<file path="src/rtl/ldr_pkg.sv">
// Shared types and constants for the ioctl -> LOADER bridge.
package ldr_pkg;

  localparam int LDR_AW          = 19;
  localparam int LDR_WAIT_MARGIN = 2;

  typedef enum logic [1:0] {
    IDLE  = 2'd0,
    LOAD  = 2'd1,
    DRAIN = 2'd2,
    DONE  = 2'd3
  } ldr_state_t;

  typedef struct packed {
    logic [LDR_AW-1:0] addr;
    logic [7:0]        data;
  } ldr_entry_t;

endpackage

</file>
<file path="src/rtl/ldr_fifo.sv">
// Small synchronous FIFO of loader entries; pointers carry one extra wrap bit.
module ldr_fifo
  import ldr_pkg::*;
#(
  parameter int DEPTH = 8
) (
  input  logic                     clk_sys,
  input  logic                     rstn,
  input  logic                     push,
  input  logic                     pop,
  input  ldr_entry_t               din,
  output ldr_entry_t               head,
  output logic                     full,
  output logic                     empty,
  output logic [$clog2(DEPTH):0]   count
);

  localparam int PW = $clog2(DEPTH) + 1;

  ldr_entry_t    mem [DEPTH];
  logic [PW-1:0] wr_ptr;
  logic [PW-1:0] rd_ptr;
  logic          do_push;
  logic          do_pop;

  assign count   = wr_ptr - rd_ptr;
  assign empty   = (wr_ptr == rd_ptr);
  assign full    = (count == PW'(DEPTH));
  assign do_pop  = pop && !empty;
  // a push into a full FIFO still lands when the head leaves in the same cycle
  assign do_push = push && (!full || do_pop);
  assign head    = mem[rd_ptr[PW-2:0]];

  always_ff @(posedge clk_sys or negedge rstn) begin
    if (!rstn) begin
      wr_ptr <= '0;
      rd_ptr <= '0;
    end else begin
      if (do_push) wr_ptr <= wr_ptr + PW'(1);
      if (do_pop)  rd_ptr <= rd_ptr + PW'(1);
    end
  end

  always_ff @(posedge clk_sys) begin
    if (do_push) mem[wr_ptr[PW-2:0]] <= din;
  end

endmodule

</file>
<file path="src/rtl/ioctl_loader_bridge.sv">
// Buffers the HPS ioctl byte stream and replays it on the LOADER_* WR/ACK port.
// Define LDR_CHECKSUM_EN to add the ldr_sum output (sum of ACKed bytes).
//   state | meaning
//   IDLE  | waiting for ioctl_download to rise
//   LOAD  | download active, bytes captured and replayed
//   DRAIN | download ended, flushing remaining entries
//   DONE  | everything written, LOADER_DONE held until reset
module ioctl_loader_bridge
  import ldr_pkg::*;
#(
  parameter int DEPTH = 8,
  parameter int AW    = 19
) (
  input  logic          clk_sys,
  input  logic          rstn,
  input  logic          ioctl_download,
  input  logic          ioctl_wr,
  input  logic [AW-1:0] ioctl_addr,
  input  logic [7:0]    ioctl_dout,
  output logic          ioctl_wait,
  output logic          LOADER_OE,
  output logic [AW-1:0] LOADER_ADR,
  output logic [7:0]    LOADER_WDAT,
  output logic          LOADER_WR,
  input  logic          LOADER_ACK,
  output logic          LOADER_DONE,
  output logic          ldr_overflow
`ifdef LDR_CHECKSUM_EN
  ,
  output logic [15:0]   ldr_sum
`endif
);

  localparam int CW = $clog2(DEPTH) + 1;

  ldr_state_t    state;
  logic          dl_q;
  logic          ack_q;
  logic          dl_rise;
  logic          dl_fall;
  logic          ack_rise;
  logic          active;
  logic          push;
  logic          pop;
  logic          push_ok;
  logic          fifo_full;
  logic          fifo_empty;
  logic [CW-1:0] fifo_count;
  logic [CW-1:0] count_nxt;
  ldr_entry_t    wr_entry;
  ldr_entry_t    head;

  assign dl_rise  = ioctl_download && !dl_q;
  assign dl_fall  = !ioctl_download && dl_q;
  assign ack_rise = LOADER_ACK && !ack_q;
  assign active   = (state == LOAD) || (state == DRAIN);
  assign push     = ioctl_wr && active;
  assign pop      = active && !LOADER_WR && !fifo_empty;
  assign push_ok  = push && (!fifo_full || pop);
  assign wr_entry = '{addr: LDR_AW'(ioctl_addr), data: ioctl_dout};
  // wait tracks the occupancy the FIFO will have after this edge
  assign count_nxt = fifo_count + CW'(push_ok) - CW'(pop);

  ldr_fifo #(.DEPTH(DEPTH)) u_fifo (
    .clk_sys (clk_sys),
    .rstn    (rstn),
    .push    (push),
    .pop     (pop),
    .din     (wr_entry),
    .head    (head),
    .full    (fifo_full),
    .empty   (fifo_empty),
    .count   (fifo_count)
  );

  always_ff @(posedge clk_sys or negedge rstn) begin
    if (!rstn) begin
      state        <= IDLE;
      dl_q         <= 1'b0;
      ack_q        <= 1'b0;
      ioctl_wait   <= 1'b0;
      LOADER_OE    <= 1'b0;
      LOADER_ADR   <= '0;
      LOADER_WDAT  <= '0;
      LOADER_WR    <= 1'b0;
      LOADER_DONE  <= 1'b0;
      ldr_overflow <= 1'b0;
    end else begin
      dl_q       <= ioctl_download;
      ack_q      <= LOADER_ACK;
      ioctl_wait <= (count_nxt >= CW'(DEPTH - LDR_WAIT_MARGIN));
      if (push && fifo_full && !pop) ldr_overflow <= 1'b1;

      if (pop) begin
        LOADER_WR   <= 1'b1;
        LOADER_ADR  <= AW'(head.addr);
        LOADER_WDAT <= head.data;
      end else if (LOADER_WR && ack_rise) begin
        LOADER_WR <= 1'b0;
      end

      case (state)
        IDLE: begin
          if (dl_rise) begin
            state     <= LOAD;
            LOADER_OE <= 1'b1;
          end
        end
        LOAD: begin
          if (dl_fall) state <= DRAIN;
        end
        DRAIN: begin
          if (dl_rise) begin
            state <= LOAD;
          end else if (fifo_empty && !push && !LOADER_WR) begin
            state       <= DONE;
            LOADER_OE   <= 1'b0;
            LOADER_DONE <= 1'b1;
          end
        end
        DONE: begin
          state <= DONE;
        end
        default: state <= IDLE;
      endcase
    end
  end

`ifdef LDR_CHECKSUM_EN
  always_ff @(posedge clk_sys or negedge rstn) begin
    if (!rstn) begin
      ldr_sum <= '0;
    end else if (LOADER_WR && ack_rise && (state != DONE)) begin
      ldr_sum <= ldr_sum + 16'(LOADER_WDAT);
    end
  end
`endif

endmodule

</file>
<file path="config.mk">
export PLATFORM = sky130hd
export DESIGN_NAME = ioctl_loader_bridge
export DESIGN_NICKNAME = d
export VERILOG_FILES = /design/src/rtl/ldr_pkg.sv /design/src/rtl/ldr_fifo.sv /design/src/rtl/ioctl_loader_bridge.sv
export SDC_FILE = /design/constraint.sdc
export NUM_CORES = 1
export LEC_CHECK = 0
export ABC_AREA = 1
export BUFFER_PORTS_ARGS = -buffer_cell sky130_fd_sc_hd__buf_2
export CORE_AREA = 5 5 139 141
export CTS_CLUSTER_SIZE = 8
export DETAILED_ROUTE_END_ITERATION = 10
export DIE_AREA = 0 0 144 146
export PLACE_DENSITY = 0.86
export SLEW_MARGIN = 20
export SYNTH_ARGS = -nofsm -noshare
export SYNTH_HDL_FRONTEND = slang
export SYNTH_SLANG_ARGS = --single-unit
</file>
<file path="constraint.sdc">
create_clock -name clk_sys -period 4.3 [get_ports clk_sys]
set_input_delay 0.43 -clock clk_sys [delete_from_list [all_inputs] [get_ports clk_sys]]
set_output_delay 0.43 -clock clk_sys [all_outputs]
set_load 0.005 [all_outputs]
</file>
### Yosys cells after proc, flatten, opt, wreduce, memory -nomap -nowiden

Memory sizes are Yosys's and may differ from the RTL's. A register that Yosys moved wholly into a read port is not among the register bits.
Index checks and enable logic that the tools add are counted.

* bits in writable memories: 216
* memories: 1
* word-level logic and storage cells: 73
* bits in registers: 17

* add/subtract/negate cells: 5
* equal/unequal tests: 10
* mux-type cells: 13
* reductions and logical operators: 32
* bitwise gates (word level): 1
* magnitude comparators: 1

Memory list
* u_fifo.mem: words 8, width 27, rd ports 1, clocked after Yosys merged registers in 1, write ports 1, RTL line ldr_fifo.sv:20 `ldr_entry_t mem [DEPTH];`

Operators with widths (count)
* $logic_and A1 B1 Y1: 14
* $logic_not A1 Y1: 9
* $add A4 B1 Y4 const B: 2
* $mux W2: 4
* $pmux W2 S4: 1
* $mux W1: 7
* $ne A2 B2 Y1 const B: 3
* $reduce_and A3 Y1: 2
* $add A4 B1 Y4: 1
* $eq A2 B2 Y1 const B: 2
* $eq A4 B4 Y1: 1
* $eq A4 B4 Y1 const B: 1
* $ge A4 B3 Y1 const B: 1
* $reduce_and A4 Y1: 1
* $reduce_bool A2 Y1: 2
* $sub A4 B1 Y4: 1
* $sub A4 B4 Y4: 1
* $logic_or A1 B1 Y1: 3
* $ne A3 B2 Y1 const B: 1
* $eq A2 B1 Y1 const B: 1
* $logic_not A2 Y1: 1
* $ne A2 B1 Y1 const B: 1
* $pmux W1 S2: 1
* $not A1 Y1: 1

### Longest topological paths before layout

Gate-level depths: netlist of the first run.

* depth in word-level cells: 9
* depth in mapped cells: 18
* mapped depth without buffers: 16

### Modules after synthesis

A second synthesis of the first run with hierarchy kept.

* cell total of the unflattened synthesis: 913
* area total of the unflattened synthesis: 10655.2 um^2

Modules (own cells, without submodules)
* ldr_fifo: times used 1, seq. area each 6686.4 um^2, area each 9002.4 um^2, cells an instance 722
* ioctl_loader_bridge: times used 1, seq. area each 900.9 um^2, area each 1652.8 um^2, cells an instance 191

### Least setup slack after synthesis of the first run

Ideal clock, no wire load.

* path type: register to register
* from: register u_fifo.rd_ptr[1]
* to: memory u_fifo.mem[2][0] (netlist bit) (enable)
* cell stages (with the launch flop): 14
* path buffers: 2
* path slack: 811 ps
* arrival time: 3078 ps
* cells stage by stage: dfrtp_1 inv_2 buf_2 buf_2 ha_1 nand2_1 o21ai_0 xor2_1 ha_1 nand2_1 nor2_1 nand2_2 nand3_1 nor2_1

* cells in the longest elaborated chain, start to end: 8

RTL lines
* start: declaration: RTL line ldr_fifo.sv:22 `logic [PW-1:0] rd_ptr;`
* start signal: assignment: RTL line ldr_fifo.sv:40 `if (do_pop) rd_ptr <= rd_ptr + PW'(1);`
* branches (longest 4 deep; another with $sub A4 B4 Y4)
* $logic_or A1 B1 Y1 (*): RTL line ldr_fifo.sv:31 `assign do_push = push && (!full || do_pop);`
* $logic_and A1 B1 Y1 (*): RTL line ldr_fifo.sv:31
* $mux W1 (*): RTL line ldr_fifo.sv:45 `if (do_push) mem[wr_ptr[PW-2:0]] <= din;`
* $mux W1 (not written as such) (*): RTL line ldr_fifo.sv:45
* end: declaration: RTL line ldr_fifo.sv:20

Mark *: on every way between the ends.

### Final worst setup path of the first run

* from: register u_fifo.rd_ptr[0]
* to: register ioctl_wait

* cells in the longest elaborated chain, start to end: 8

RTL lines
* $sub A4 B4 Y4 or $eq A4 B4 Y1 (tied branches): RTL line ldr_fifo.sv:26, ldr_fifo.sv:27
* $eq A4 B4 Y1 or $logic_not A1 Y1 (tied branches): RTL line ldr_fifo.sv:28, ioctl_loader_bridge.sv:58
* $logic_not A1 Y1 or $logic_and A1 B1 Y1 (tied branches): RTL line ioctl_loader_bridge.sv:59, ioctl_loader_bridge.sv:58
* $logic_or A1 B1 Y1: RTL line ioctl_loader_bridge.sv:59 `assign push_ok = push && (!fifo_full || pop);`
* $logic_and A1 B1 Y1: RTL line ioctl_loader_bridge.sv:59
* $add A4 B1 Y4: RTL line ioctl_loader_bridge.sv:62 `assign count_nxt = fifo_count + CW'(push_ok) - CW'(pop);`
* $sub A4 B1 Y4 (*): RTL line ioctl_loader_bridge.sv:62
* $ge A4 B3 Y1 (*): RTL line ioctl_loader_bridge.sv:91 `ioctl_wait <= (count_nxt >= CW'(DEPTH - LDR_WAIT_MARGIN));`
* end signal: assignment: RTL line ioctl_loader_bridge.sv:91
* end: declaration: RTL line ioctl_loader_bridge.sv:20 `output logic ioctl_wait,`

Every way passes the cells marked *; elsewhere a longest branch is shown, timed or not.
A chain may end at the register's enable or synchronous reset.

==> impl_summary.txt, run 1 <==
----------------------------------------------------
[Status]
  Status ... finished, final reports clean

[Cells and area]
  Synthesis-to-layout area growth ... 15.6%
  Diode insertion count for antenna repair ... 0
  Register area ... ~7600 µm²
  Number of standard cells in the final layout excluding fillers ... about 1200
  Count of nets after finishing ... ~1000
  Fraction of final layout cells with drive strength greater than 1 ... 0.147
  Fill cell instance count of the final layout ... roughly 1100
  Area of combinational cells with multiple inputs ... 2650 µm²

[GRT]
  Antenna violations before repair ... 0
  Sum of overflow across all layers after global routing ... 0
  Wire length of the first global-routing pass ... approximately 38000 µm
  GRT Util Overall ... 0.231
  Pin count of the biggest net entering global routing ... 96
  Number of global-route vias before repair ... roughly 7200

[Timing]
  Final Hold Vio Count ... 0
  Max Fclk ... around 0.29 GHz
  Worst Tran Pin Value ... a little over 1 ns
  Post-route clock skew ... 0.0154 ns
  Worst hold slack ... about 0.026 ns
  Setup Total Neg Slack ... 0 ns
  Finish-stage setup viols ... 0
  Worst max-slew margin expressed relative to the limit ... 0.328
  Final worst path period share ... 0.789
  Minimum clock period ... 3.39 ns
  Setup repair after global routing missed its margin ... no
  Number of pins exceeding their max-slew limit in the final report ... 0

[Critical path]
  Critical path class ... reg -> reg
  Worst-case reg-to-reg path depth ... 15
  R2R Setup Slk ... 0.91 ns
  R2r startpoint ... u_fifo.rd_ptr[0]$_DFFE_PN0P_
  CP arrival ... 3.79 ns
  CP endpoint kind ... flip-flop
  Reg-to-reg endpoint ... ioctl_wait$_DFF_PN0_
  Worst EP required ... roughly 4.7 ns
  Startpoint kind of the worst setup timing path ... flip-flop
  Biggest fanout along the worst timing path ... 23

[Clock tree]
  CTS tree ... done
  Post-CTS Resized ... 0
  CTS clk-pin slew, worst paths ... ~0.050 ns
  Clock sinks ... 260
  Number of levels the H-tree was split into ... 2
  Number of buffers inserted during clock tree synthesis ... 38
  Worst-skew pair later-pin latency ... ~0.53 ns
  Total of hold buffers inserted after clock tree synthesis ... 0
  Maximum clock insertion buffer count ... 3
  Number of buffers added for setup after CTS ... 0
  Root buf cell ... sky130_fd_sc_hd__clkbuf_16

[Die]
  Area of the core ... 17800 µm²
  Width of the die ... 144 µm
  Effective utilization at floorplan ... 0.593
  Area of the die ... roughly 21000 µm²
  Die Height ... 146 µm
  Cell row count ... a little under 50
  Count of boundary I/O pins ... 64

[Synth]
  Synth area leaders ... sky130_fd_sc_hd__edfxtp_1, sky130_fd_sc_hd__dfrtp_1, sky130_fd_sc_hd__nor2_1
  Number of warnings reported in the yosys synthesis log ... 0
  Number of register bits inferred by synthesis ... 260
  Number of distinct library cells after synthesis ... 29
  Number of enable flip-flop cells after synthesis ... 216
  Sequential area share after synthesis ... 0.718
  Post-synth design cell area ... about 11000 µm²
  Share of Yosys cell area claimed by the top area cell type ... 0.613
  Most common flop cell mapped by yosys ... sky130_fd_sc_hd__edfxtp_1
  Avg Synthesized Cell Area ... 12.1 µm²
  Syn nets ... 923
  Synthesized netlist cell count ... 874
  Cell type with the largest total area after synthesis ... sky130_fd_sc_hd__edfxtp_1
  Fraction of registers with async set or reset after synthesis ... 0.169

[Detailed routing]
  Via density per instance ... around 5.9
  First-pass DRT Iterations ... 5
  Final antenna-violating net count ... 0
  Detailed Route Iter0 Violations ... between 800 and 900
  Detailed-routed wire length on met2 ... about 12000 µm
  Drt wl/cell ... a little under 20 µm
  DRC violation count after routing ... 0
  Routed length on met1 ... 9370 µm
  Top Layer Used ... met4
  Wire length on met3 ... roughly 2000 µm
  Drt total wl ... roughly 24000 µm
  Via count ... slightly above 7000

[Placed design]
  Cell Count Post-Placement ... between 1000 and 1500
  Quantity of I/O buffers inserted on ports ... 63
  Routability congestion estimate ... slightly below 0.8
  HPWL after DPL ... between 10000 and 15000 µm

[Hold path]
  Path class of the lowest-slack min-delay path ... in -> async

[Job]
  Count of max-cap constraint violations ... 0

[Pwr]
  Worst IR drop on VDD ... roughly 0.8 mV
  Power Density ... approximately 770 nW/µm²
  Standby leakage power ... approximately 4.6 nW
  Total Power Consumption ... roughly 9.4 mW

----------------------------------------------------
[layout make-up]
| class | instances | area share |
|---|---|---|
| clock buffers | 65 | 0.0869 |
| clock inverters | 3 | 0.00461 |
| inverters | 24 | 0.00737 |
| multi-input cells | 542 | 0.217 |
| flip-flops and latches | 260 | 0.621 |
| well taps | 229 | 0.0234 |
| repair buffers | 81 | 0.0399 |
[kinds of logic (layout without fill, tap and decap cells)]
logic type,Yosys count,in the layout,share of synthesized area
flops,260,260,0.718
fa+ha+maj,17,17,0.0215
simple gates,366,366,0.141
buf+inv,72,173,0.0337
compound gates,151,151,0.0796
xor+xnor,8,8,0.00663
[flip-flops by register name (all words and copies together), names as in the netlist]
name / cells
u_fifo.rd_ptr: 4
dl_q: 1
u_fifo.mem: 216
ldr_overflow: 1
LOADER_WR: 1
state: 2
LOADER_WDAT: 8
LOADER_DONE: 1
LOADER_OE: 1
ack_q: 1
u_fifo.wr_ptr: 4
ioctl_wait: 1
LOADER_ADR: 19
[cell usage after synthesis (all sizes together) (5+ instances only)]
master and instances:
nor2 202, nand3 66, o211ai 27, a21oi 5, clkbuf 12, xor2 7, inv 24, dfrtp 44
ha 15, edfxtp 216, nand2 95, buf 36, o21ai 116
[critical path: stages, from the launching register on]
cell	delay [ns]
sky130_fd_sc_hd__dfrtp_4	0.57
sky130_fd_sc_hd__ha_1	0.22
sky130_fd_sc_hd__inv_1	0.06
sky130_fd_sc_hd__fa_1	0.37
sky130_fd_sc_hd__xnor2_1	0.23
sky130_fd_sc_hd__ha_1	0.18
sky130_fd_sc_hd__nand2_1	0.05
sky130_fd_sc_hd__nor2_1	0.12
sky130_fd_sc_hd__nand2_2	0.13
sky130_fd_sc_hd__nand2_4	0.17
sky130_fd_sc_hd__inv_1	0.06
sky130_fd_sc_hd__ha_1	0.20
sky130_fd_sc_hd__fa_1	0.39
sky130_fd_sc_hd__o21ai_0	0.16
sky130_fd_sc_hd__a21oi_1	0.05
sky130_fd_sc_hd__or2_2	0.29
[layer usage]
layer  GRT usage  vias to the layer above
li1            -                     3219
met5           0                        -
met1       0.313                     3420
met4      0.0749                        0
met2       0.375                      384
met3      0.0496                       58
[placed cells by master, fill, tap and decap left out, types with 2 or more instances in the layout]
| cell type | count |
|---|---|
| sky130_fd_sc_hd__nor2_1 | 193 |
| sky130_fd_sc_hd__clkbuf_1 | 26 |
| sky130_fd_sc_hd__o21ai_1 | 57 |
| sky130_fd_sc_hd__ha_1 | 15 |
| sky130_fd_sc_hd__inv_2 | 4 |
| sky130_fd_sc_hd__buf_2 | 63 |
| sky130_fd_sc_hd__edfxtp_1 | 216 |
| sky130_fd_sc_hd__inv_16 | 2 |
| sky130_fd_sc_hd__nand2_2 | 2 |
| sky130_fd_sc_hd__inv_1 | 20 |
| sky130_fd_sc_hd__o211ai_1 | 27 |
| sky130_fd_sc_hd__dfrtp_1 | 43 |
| sky130_fd_sc_hd__buf_4 | 15 |
| sky130_fd_sc_hd__a21oi_1 | 4 |
| sky130_fd_sc_hd__o21bai_1 | 2 |
| sky130_fd_sc_hd__buf_12 | 3 |
| sky130_fd_sc_hd__xor2_1 | 7 |
| sky130_fd_sc_hd__nor2_2 | 8 |
| sky130_fd_sc_hd__fa_1 | 2 |
| sky130_fd_sc_hd__clkbuf_16 | 38 |
| sky130_fd_sc_hd__nand3_1 | 65 |
| sky130_fd_sc_hd__o21ai_0 | 59 |
| sky130_fd_sc_hd__nand4_1 | 2 |
| sky130_fd_sc_hd__nand2_1 | 92 |
[worst max-delay path by stage]
| stage | start | slack [ns] | endpoint | cells after the start |
|---|---|---|---|---|
| finish | u_fifo.rd_ptr[0]$_DFFE_PN0P_ | 0.91 | ioctl_wait$_DFF_PN0_ | 15 |
| floorplan | u_fifo.rd_ptr[1]$_DFFE_PN0P_ | 0.81 | u_fifo.mem[2][0]$_DFFE_PP_ | 13 |
| detailed placement | u_fifo.rd_ptr[0]$_DFFE_PN0P_ | 0.94 | ioctl_wait$_DFF_PN0_ | 15 |
| global placement | u_fifo.rd_ptr[0]$_DFFE_PN0P_ | 1.0 | ioctl_wait$_DFF_PN0_ | 15 |
| CTS | u_fifo.rd_ptr[0]$_DFFE_PN0P_ | 0.93 | ioctl_wait$_DFF_PN0_ | 15 |
| global route | u_fifo.rd_ptr[0]$_DFFE_PN0P_ | 0.67 | ioctl_wait$_DFF_PN0_ | 15 |
[metrics by stage]
stage               utilization  setup slack [ns]  area, µm²
global route              0.685             0.673      12200
floorplan                     -             0.811      10600
CTS                       0.685             0.931      12200
global placement          0.622             0.997      11100
finish                    0.685             0.905      12200
detailed placement        0.622             0.936      11100
[report_power, final]
part	switching [mW]	internal [mW]	total (mW)
Combinational	2.17	1.08	3.26
Sequential	0.216	3.22	3.43
Clock	1.06	1.69	2.74
Note: power is estimated with default switching activity, not from simulation.
==> run 2: changes to the inputs <==
- clock period: 4.3 -> 3.6 ns (I/O delays scaled with it)
==> run 2 against run 1 <==
Wire length increased by 0.59%. Final cell count up 0.66%. Flip-flop and latch count unchanged. Fmax grew 1.3%. Critical path type unchanged. Clock skew grew 0.00093 ns. Clock power grew 19%. Hold slack improved by 0.077 ns. Sequential share of layout area down 0.17 points. Sequential power is 18% higher. Register-to-register slack got worse by 0.66 ns. Critical endpoint unchanged. Power increased by 19%.
==> impl_summary.txt, run 2 (synthesized netlist as in run 1, its figures left out) <==
----------------------------------------------------
[Timing]
  Number of pins exceeding their max-slew limit in the final report ... 0
  Setup repair after global routing missed its margin ... no
  Final worst path period share ... 0.931
  Post-route clock skew ... about 0.016 ns
  Worst Slack Setup Final ... approximately 0.25 ns
  Minimum clock period ... about 3.4 ns
  Finish-stage setup viols ... 0
  Max Fclk ... ~0.30 GHz
  Worst max-slew margin expressed relative to the limit ... 0.258
  Setup Total Neg Slack ... 0 ns
  Worst Tran Pin Value ... 1.11 ns
  Final Hold Vio Count ... 0

[Placed design]
  Quantity of I/O buffers inserted on ports ... 63
  Routability congestion estimate ... a little over 0.8
  Placed inst area ... roughly 11000 µm²
  Setup slack after placement ... just under 0.3 ns
  HPWL after DPL ... ~13000 µm

[Critical path]
  CP endpoint kind ... flip-flop
  Startpoint kind of the worst setup timing path ... flip-flop
  Worst EP required ... approximately 4 ns
  Biggest fanout along the worst timing path ... 10
  Critical path class ... reg -> reg
  CP arrival ... ~3.7 ns
  R2R Setup Slk ... between 0.2 and 0.25 ns

[Cells and area]
  Synthesis-to-layout area growth ... 15.9%
  Most used cells in the layout excluding fill and tap cells ... sky130_fd_sc_hd__edfxtp_1, sky130_fd_sc_hd__nor2_1, sky130_fd_sc_hd__nand2_1
  Number of flip-flops under the largest register name ... around 220
  Post-route cell area ... ~12000 µm²
  Final design utilization ... 0.687
  Most frequent standard cell in the layout excluding fill and tap cells ... sky130_fd_sc_hd__edfxtp_1
  Fill cell instance count of the final layout ... ~1200
  Count of nets after finishing ... around 1000
  Fraction of final layout cells with drive strength greater than 1 ... 0.152
  Diode insertion count for antenna repair ... 0

[Pwr]
  Standby leakage power ... around 4.6 nW
  Switching Fraction ... 0.363
  Sequential group share of total power ... 0.362
  Part of the total power dissipated in combinational logic ... 0.349
  Power Density ... about 920 nW/µm²
  Switch Pwr ... about 4 mW
  Clk pwr share ... 0.289
  Design internal power ... just over 7 mW
  Worst IR drop on VDD ... 0.862 mV

[Clock tree]
  Clock sinks ... 260
  Number of levels the H-tree was split into ... 2
  Worst-skew pair later-pin latency ... around 0.51 ns
  CTS clk-pin slew, worst paths ... ~0.050 ns
  Number of buffers added for setup after CTS ... 0
  Maximum clock insertion buffer count ... 3
  Number of buffers inserted during clock tree synthesis ... 38
  Root buf cell ... sky130_fd_sc_hd__clkbuf_16
  Post-CTS Resized ... 0
  CTS tree ... done

[GRT]
  Wire length of the first global-routing pass ... between 30000 and 40000 µm
  Sum of overflow across all layers after global routing ... 0
  Number of global-route vias before repair ... about 7300
  Antenna violations before repair ... 2
  GRT Util Overall ... 0.230
  Pin count of the biggest net entering global routing ... roughly 110

[Die]
  Area of the die ... approximately 21000 µm²
  Die Height ... 146 µm
  Cell row count ... 49
  Area of the core ... 17800 µm²
  Effective utilization at floorplan ... 0.593
  Width of the die ... between 100 and 150 µm
  Count of boundary I/O pins ... 64

[Status]
  Status ... finished, final reports clean

[Detailed routing]
  Final antenna-violating net count ... 0
  Drt total wl ... between 20000 and 25000 µm
  Detailed Route Iter0 Violations ... about 920
  DRC violation count after routing ... 0
  Drt wl/cell ... 19.8 µm
  Via density per instance ... 5.88
  First-pass DRT Iterations ... 8
  Via count ... between 7000 and 8000

[Job]
  Count of max-cap constraint violations ... 0

[Hold path]
  Path class of the lowest-slack min-delay path ... in -> reg

----------------------------------------------------
-- run 2: cell count changes in the layout (fill, tap and decap cells not counted), moves of 2 or more --
cell                            delta
sky130_fd_sc_hd__inv_16            -2
sky130_fd_sc_hd__buf_4             +6
sky130_fd_sc_hd__buf_12            -2
sky130_fd_sc_hd__inv_6             +2
sky130_fd_sc_hd__dlygate4sd3_1     +3
-- run 2: critical path, stage by stage (launching register included) --
cell and delay (ns):
sky130_fd_sc_hd__dfrtp_1 0.44, sky130_fd_sc_hd__inv_1 0.13, sky130_fd_sc_hd__ha_1 0.17, sky130_fd_sc_hd__inv_1 0.05, sky130_fd_sc_hd__fa_1 0.38, sky130_fd_sc_hd__xnor2_1 0.22, sky130_fd_sc_hd__ha_1 0.17, sky130_fd_sc_hd__nand2_1 0.05
sky130_fd_sc_hd__nor2_1 0.12, sky130_fd_sc_hd__nand2_2 0.12, sky130_fd_sc_hd__nand2_4 0.17, sky130_fd_sc_hd__inv_1 0.07, sky130_fd_sc_hd__ha_1 0.21, sky130_fd_sc_hd__fa_1 0.39, sky130_fd_sc_hd__o21ai_0 0.20, sky130_fd_sc_hd__a21oi_1 0.06
sky130_fd_sc_hd__or2_2 0.29
-- run 2: final timing paths --
path,to,depth (start not counted),startpoint
max in group asynchronous,u_fifo.rd_ptr[0]$_DFFE_PN0P_,3,rstn
min in group asynchronous,LOADER_WDAT[6]$_DFFE_PN0P_,2,rstn
min,u_fifo.mem[6][4]$_DFFE_PP_,1,ioctl_dout[4]
max reg2reg,ioctl_wait$_DFF_PN0_,16,u_fifo.wr_ptr[0]$_DFFE_PN0P_
min reg2reg,LOADER_WDAT[1]$_DFFE_PN0P_,2,LOADER_WDAT[1]$_DFFE_PN0P_
max,ioctl_wait$_DFF_PN0_,16,u_fifo.wr_ptr[0]$_DFFE_PN0P_
-- run 2: final cells by class --
class | count | area, µm² | area share
Inverter | 24 | 90.1 | 0.00735
Tap cell | 229 | 287 | 0.0234
Timing Repair Buffer | 89 | 534 | 0.0436
Clock inverter | 3 | 33.8 | 0.00276
Sequential cell | 260 | 7590 | 0.619
Multi-Input combinational cell | 542 | 2650 | 0.216
Clock buffer | 65 | 1070 | 0.0875
-- run 2: routing by layer --
layer	track usage	routed length (µm)	part of all wire	vias to the layer above
li1	-	-	-	3237
met1	0.311	9360	0.39	3431
met2	0.369	12000	0.50	408
met3	0.0532	2250	0.094	51
met4	0.0805	466	0.019	4
met5	0	21	0.00087	-
-- run 2: repair_timing --
action	in CTS	in global routing
endpoints found under the setup margin	0	0
hold endpoints to repair	16	0
hold buffers	3	0
-- run 2: through the flow --
step / hold slack (ns) / total power [mW] / std cells
floorplan: 0.0644 / 6.88 / 874
global placement: 0.328 / 7.76 / 1141
detailed placement: 0.338 / 7.92 / 1141
CTS: 0.0869 / 11.2 / 1212
global route: 0.107 / 11.9 / 1212
finish: 0.103 / 11.2 / 1212
-- run 2: power by group through the flow --
| stage | clock network [mW] | registers [mW] | logic [mW] |
|---|---|---|---|
| 2_1_floorplan | 0 | 4.09 | 2.79 |
| 3_3_place_gp | 0 | 4.08 | 3.68 |
| 3_5_place_dp | 0 | 4.10 | 3.83 |
| 4_1_cts | 3.29 | 4.06 | 3.89 |
| 5_1_grt | 3.44 | 4.10 | 4.37 |
| 6_report | 3.25 | 4.06 | 3.91 |
